--- config.mk ---
export PLATFORM = sky130hd
export DESIGN_NAME = usb_fifo_rd_ctrl_flat
export DESIGN_NICKNAME = d
export VERILOG_FILES = /design/src/rtl/usb_fifo_rd_ctrl_if.sv /design/src/rtl/usb_fifo_rd_ctrl.sv /design/src/flat_wrapper.sv
export SDC_FILE = /design/constraint.sdc
export NUM_CORES = 1
export LEC_CHECK = 0
export BUFFER_PORTS_ARGS = -buffer_cell sky130_fd_sc_hd__buf_2
export CORE_MARGIN = 1.5
export CORE_UTILIZATION = 50
export CTS_CLUSTER_DIAMETER = 60
export DETAILED_ROUTE_END_ITERATION = 8
export PLACE_DENSITY = 0.74
export SETUP_SLACK_MARGIN = 0.3
export SYNTH_ARGS = -nofsm -noshare
export SYNTH_HDL_FRONTEND = slang
export SYNTH_SLANG_ARGS = --single-unit
export TNS_END_PERCENT = 1
--- constraint.sdc ---
create_clock -name clk -period 4.5 [get_ports clk]
set_input_delay 0.9 -clock clk [delete_from_list [all_inputs] [get_ports clk]]
set_output_delay 0.9 -clock clk [all_outputs]
set_load 0.1 [all_outputs]
--- src/rtl/usb_fifo_rd_ctrl_if.sv ---
`default_nettype none
// ============================================================================
//  Module      : usb_fifo_rd_ctrl_if
//  Description : Bus bundle between the USB FIFO read-side controller and
//                the rest of the read clock domain (memory read port and
//                the consumer logic).
//                  wrPtrGray  - write pointer, Gray coded, unsynchronized
//                  readReq    - consumer requests one word
//                  memData    - memory read data
//                  addrOut    - memory read address
//                  rdPtrGray  - registered Gray read pointer
//                  dataOut    - word to consumer
//                  dataValid  - dataOut holds the word popped last cycle
//                  empty      - no unread words visible
//                  fillLevel  - visible unread word count
//                  underflow  - sticky read-while-empty flag
//  Revision    : 1.0  initial release
// ============================================================================
interface usb_fifo_rd_ctrl_if #(
   parameter int FIFO_WIDTH = 8,
   parameter int ADDR_WIDTH = 6
);
   logic [ADDR_WIDTH:0]   wrPtrGray;
   logic                  readReq;
   logic [FIFO_WIDTH-1:0] memData;
   logic [ADDR_WIDTH-1:0] addrOut;
   logic [ADDR_WIDTH:0]   rdPtrGray;
   logic [FIFO_WIDTH-1:0] dataOut;
   logic                  dataValid;
   logic                  empty;
   logic [ADDR_WIDTH:0]   fillLevel;
   logic                  underflow;

   // Environment side: write pointer source, memory and consumer.
   modport master (
      output wrPtrGray, readReq, memData,
      input  addrOut, rdPtrGray, dataOut, dataValid, empty, fillLevel, underflow
   );

   // Read controller side.
   modport slave (
      input  wrPtrGray, readReq, memData,
      output addrOut, rdPtrGray, dataOut, dataValid, empty, fillLevel, underflow
   );
endinterface
`default_nettype wire

--- src/rtl/usb_fifo_rd_ctrl.sv ---
`default_nettype none
// ============================================================================
//  Module      : usb_fifo_rd_ctrl
//  Description : Read-side controller of the USB dual-clock buffer FIFO.
//                Synchronizes the write-domain Gray pointer with two flops,
//                keeps the binary/Gray read pointer, derives empty and fill
//                level, and flags valid memory data one cycle after a pop.
//  Ports       : clk  - read-domain clock (memory rdClk)
//                rst  - asynchronous active-high reset
//                bus  - usb_fifo_rd_ctrl_if.slave (pointer, memory and
//                       consumer signals)
//  Revision    : 1.0  initial release
// ============================================================================
module usb_fifo_rd_ctrl #(
   parameter int FIFO_WIDTH = 8,
   parameter int FIFO_DEPTH = 64,
   parameter int ADDR_WIDTH = 6
) (
   input  wire logic         clk,
   input  wire logic         rst,
   usb_fifo_rd_ctrl_if.slave bus
);

   localparam int c_PTR_W = ADDR_WIDTH + 1;
   localparam logic [c_PTR_W-1:0] c_PTR_ONE = {{ADDR_WIDTH{1'b0}}, 1'b1};

   // The extra pointer MSB is what tells full from empty, so the depth has
   // to be an exact power of two matching the address width.
   if (FIFO_DEPTH != (1 << ADDR_WIDTH)) begin : g_depth_check
      $error("usb_fifo_rd_ctrl: FIFO_DEPTH must equal 2**ADDR_WIDTH");
   end

   logic [c_PTR_W-1:0]    rdPtrBin_q,  rdPtrBin_d;
   logic [c_PTR_W-1:0]    rdPtrGray_q, rdPtrGray_d;
   logic [c_PTR_W-1:0]    wrSync1_q,   wrSync2_q;
   logic                  dataValid_q;
   logic                  underflow_q, underflow_d;
   logic [c_PTR_W-1:0]    wrBin;
   logic                  emptyFlag;
   logic                  pop;
   logic [FIFO_WIDTH-1:0] rdData;

   // Gray to binary: each binary bit is the XOR of all Gray bits at and
   // above it, written as a reduction so no bit depends on another.
   always_comb begin
      wrBin = '0;
      for (int i = 0; i < c_PTR_W; i++) begin
         wrBin[i] = ^(wrSync2_q >> i);
      end
   end

   // Empty and fill level come only from registers; readReq never feeds them.
   assign emptyFlag = (rdPtrGray_q == wrSync2_q);
   assign pop       = bus.readReq & ~emptyFlag;

   always_comb begin
      rdPtrBin_d  = rdPtrBin_q;
      rdPtrGray_d = rdPtrGray_q;
      underflow_d = underflow_q | (bus.readReq & emptyFlag);
      if (pop) begin
         rdPtrBin_d  = rdPtrBin_q + c_PTR_ONE;
         rdPtrGray_d = rdPtrBin_d ^ (rdPtrBin_d >> 1);
      end
   end

   always_ff @(posedge clk or posedge rst) begin
      if (rst) begin
         rdPtrBin_q  <= '0;
         rdPtrGray_q <= '0;
         wrSync1_q   <= '0;
         wrSync2_q   <= '0;
         dataValid_q <= 1'b0;
         underflow_q <= 1'b0;
      end else begin
         wrSync1_q   <= bus.wrPtrGray;
         wrSync2_q   <= wrSync1_q;
         rdPtrBin_q  <= rdPtrBin_d;
         rdPtrGray_q <= rdPtrGray_d;
         dataValid_q <= pop;
         underflow_q <= underflow_d;
      end
   end

   // The memory registers addrOut on the pop edge; its output then carries
   // the popped word during the cycle in which dataValid is high.
   assign rdData        = bus.memData;
   assign bus.dataOut   = rdData;
   assign bus.addrOut   = rdPtrBin_q[ADDR_WIDTH-1:0];
   assign bus.rdPtrGray = rdPtrGray_q;
   assign bus.dataValid = dataValid_q;
   assign bus.empty     = emptyFlag;
   assign bus.fillLevel = wrBin - rdPtrBin_q;
   assign bus.underflow = underflow_q;

endmodule
`default_nettype wire
--- src/flat_wrapper.sv ---
// flat-port wrapper written by rule: the top's interface ports become plain ports
module usb_fifo_rd_ctrl_flat 
#(
   parameter int FIFO_WIDTH = 8,
   parameter int FIFO_DEPTH = 64,
   parameter int ADDR_WIDTH = 6
)
  (clk, rst, bus_wrPtrGray, bus_readReq, bus_memData, bus_addrOut, bus_rdPtrGray, bus_dataOut, bus_dataValid, bus_empty, bus_fillLevel, bus_underflow);
  usb_fifo_rd_ctrl_if #(.FIFO_WIDTH(FIFO_WIDTH), .ADDR_WIDTH(ADDR_WIDTH)) bus_i ();
  input  wire logic clk;
  input  wire logic rst;
  input wire logic [$bits(bus_i.wrPtrGray)-1:0] bus_wrPtrGray;
  input wire logic [$bits(bus_i.readReq)-1:0] bus_readReq;
  input wire logic [$bits(bus_i.memData)-1:0] bus_memData;
  output wire logic [$bits(bus_i.addrOut)-1:0] bus_addrOut;
  output wire logic [$bits(bus_i.rdPtrGray)-1:0] bus_rdPtrGray;
  output wire logic [$bits(bus_i.dataOut)-1:0] bus_dataOut;
  output wire logic [$bits(bus_i.dataValid)-1:0] bus_dataValid;
  output wire logic [$bits(bus_i.empty)-1:0] bus_empty;
  output wire logic [$bits(bus_i.fillLevel)-1:0] bus_fillLevel;
  output wire logic [$bits(bus_i.underflow)-1:0] bus_underflow;
  assign bus_i.wrPtrGray = bus_wrPtrGray;
  assign bus_i.readReq = bus_readReq;
  assign bus_i.memData = bus_memData;
  assign bus_addrOut = bus_i.addrOut;
  assign bus_rdPtrGray = bus_i.rdPtrGray;
  assign bus_dataOut = bus_i.dataOut;
  assign bus_dataValid = bus_i.dataValid;
  assign bus_empty = bus_i.empty;
  assign bus_fillLevel = bus_i.fillLevel;
  assign bus_underflow = bus_i.underflow;
  usb_fifo_rd_ctrl #(.FIFO_WIDTH(FIFO_WIDTH), .FIFO_DEPTH(FIFO_DEPTH), .ADDR_WIDTH(ADDR_WIDTH)) u_core (.clk(clk), .rst(rst), .bus(bus_i));
endmodule
==> run metrics <==
port bufs=32; final WL=3140 um; Vias=approximately 1200; Crit path largest cell delay=roughly 470 ps; met3 GRT Util=between 5 and 6%; Worst-Skew Late Latency=between 300 and 400 ps; GRT met2 Usage=around 33%; vias per std cell=around 5; Synth top cells by count=dfrtp_1, xnor2_1, inv_1; crit-path cells=xor3_2, xor2_2, xnor2_2, xor2_2, buf_4, buf_4, buf_4, fa_2, nor2b_2, o21ai_2, a21boi_2, buf_4, o211ai_1, nand3_4, buf_12; Die H=between 50 and 60 um; fin crit period=4280 ps; Max Fclk=between 0.2 and 0.25 GHz; hold-fix buffers at CTS=0; ys async rst share=100%; initial antenna violation count=0; R2R Path Start=u_core.wrSync2_q[5]$_DFF_PP0_; CP Launch Type=flop; Worst-path clk slew=approximately 80 ps; share of cells above drive strength 1=approximately 34%; ranking of synthesized cells by area=dfrtp_1, xnor2_1, ha_1, xor2_1, buf_4; root buffer cell=clkbuf_4; Place WS=around 280 ps; Synth Instances=between 150 and 200; TritonRoute pass-1 iters=4; H-tree Lvls=2; DR iter-0 viols=34; final hold slack=352 ps; Worst EP arrival=around 3400 ps; grt ovf=0; Worst Max-Slew Pin Slew=between 1000 and 1500 ps; FF-to-FF setup slack=2070 ps; mux share of post-synthesis cell area=0.714%; worst hold start=u_core.wrSync1_q[0]$_DFF_PP0_; IO Pins=between 40 and 50; TritonCTS Sinks=29; Die Area=3500 um^2; first-pass GRT wire length=5430 um; Max Cap Viol=0; grt peak-use layer=met2; worst min path class=reg2reg; Syn Area/Cell=between 10 and 15 um^2; Core ar.=a little over 3000 um^2; cell with the most instances on the worst path=buf_4; number of buffers created by CTS=5; Chip Width=about 59 um; skew final=7.24 ps; Slew HR=30.7%; Setup crit end kind=primary output; xor-xnor portion of the synthesized cell area=around 18%; Synthesis Warnings=0; Worst Setup SP=u_core.wrSync2_q[4]$_DFF_PP0_; post-route setup slack=between 200 and 250 ps; Area growth syn-to-layout=23.2%; critical path fanouts, max=2; Yosys cell types=31; count leader, synth=dfrtp_1; mapped cell area=between 1500 and 2000 um^2; cell taking the most area after synthesis=dfrtp_1; All-Layer GR Usage=between 20% and 30%; vias in the first global route=between 1000 and 1500; Worst Path Buf+Inv=5; main combinational cell family by area after synthesis=XOR/XNOR gates; status=finished, final reports clean; setup violators final=0; adder-cell share of the synthesized area=under 10%; largest net degree at the start of global routing=30; wire per inst=between 10 and 15 um; family with the most delay on the worst path=XOR/XNOR gates; antenna viol nets, final=0; fin nets=~220; post-synthesis sequential area ratio=46.0%; slowest stage cell on the critical path=xor3_2; Req. time, crit path=between 3000 and 4000 ps; RSZ-0062 raised after global routing=yes; GP Congestion=between 0.8 and 0.9; ys flop type=dfrtp_1; # diodes=0; Tcrit/Tclk final=between 90% and 100%; Compound-Gate Fraction of Synth Area=9.28%; maximum buffer depth of the clock tree=2; CTS tree=built; Design Area, Final=a little under 2000 um^2; Post-synth EDFFs=0; class of the most critical setup path=reg2out; Area after DPL=between 1500 and 2000 um^2; share of the synthesized area in the top cell type=a little under half; final hold viol count=0; Core Util, Final=approximately 64%; Post-DP HPWL=between 2000 and 2500 um; drc violations=0; post-synthesis net count=~180; row count=20; met1 Resource Use GR=between 20% and 30%; Simple-Gate Fraction of Synth Area=roughly 11%; initial core utilization=a little over half; #FFs+latches synth=29; Slew Viols, Final=0
-- layout by cell type (no fill, tap or decap), types with 6 or more instances in the layout --
cell,n
buf_2,30
buf_4,12
dfrtp_1,29
ha_1,6
inv_1,15
nand2_1,11
nor2_1,9
o21ai_0,6
xnor2_1,16
xor2_1,8
-- worst paths after layout --
check / end / depth (start not counted)
max: bus_fillLevel[6] / 15
min: u_core.wrSync2_q[0]$_DFF_PP0_ / 0
max reg2reg: u_core.rdPtrBin_q[1]$_DFFE_PP0P_ / 6
min reg2reg: u_core.wrSync2_q[0]$_DFF_PP0_ / 0
max in group asynchronous: u_core.wrSync1_q[0]$_DFF_PP0_ / 2
min in group asynchronous: u_core.wrSync1_q[6]$_DFF_PP0_ / 2
-- area by class of cell --
type | instances | area, um^2
fill | 252 | 1080
multi-input combinational | 96 | 764
sequential | 29 | 726
timing repair buffer | 44 | 272
clock buffer | 7 | 65.1
inverter | 15 | 56.3
tap | 44 | 55.1
clock inverter | 1 | 5.00
-- kinds of logic (layout without fill, tap and decap cells) --
kind of cell             after synthesis  in the layout
XOR/XNOR                              28             28
AO/OA/AOI/OAI                         23             23
adder cells (fa/ha/maj)                8              8
multiplexers                           1              1
AND/OR/NAND/NOR                       36             36
buffers and inverters                 27             67
flip-flops                            29             29
-- flip-flops by register name, summed over array words and instances, names as in the netlist --
signal	cells
u_core.bus.dataValid	1
u_core.rdPtrBin_q	7
u_core.bus.underflow	1
u_core.wrSync2_q	7
u_core.bus.rdPtrGray	6
u_core.wrSync1_q	7
-- worst register-to-register path, stage by stage, from the launching register on --
cell     delay, ps
dfrtp_1        400
buf_4          150
xnor2_1        190
nand4_1        170
o41ai_2        760
buf_4          310
mux2_2         350
-- timing repair --
item                       CTS  global route
setup endpoints to repair    3             6
buffers inserted             7             4
resized for setup            7             7
pin swaps                    7             8
-- layer usage --
| metal | vias to the layer above | share of wire [%] |
|---|---|---|
| met3 | 8 | 6.7 |
| met5 | - | 0 |
| met2 | 41 | 50 |
| li1 | 569 | - |
| met4 | 0 | 1.7 |
| met1 | 537 | 42 |
-- through the flow --
stage          cells  setup TNS (ps)
2_1_floorplan    152            -183
3_3_place_gp     217               0
3_5_place_dp     217               0
4_1_cts          232               0
5_1_grt          236           -27.4
6_report         236               0
Power is left out: the tool's default activity adds up to more than one toggle a clock period on the data nets, which glitch-free logic cannot reach.
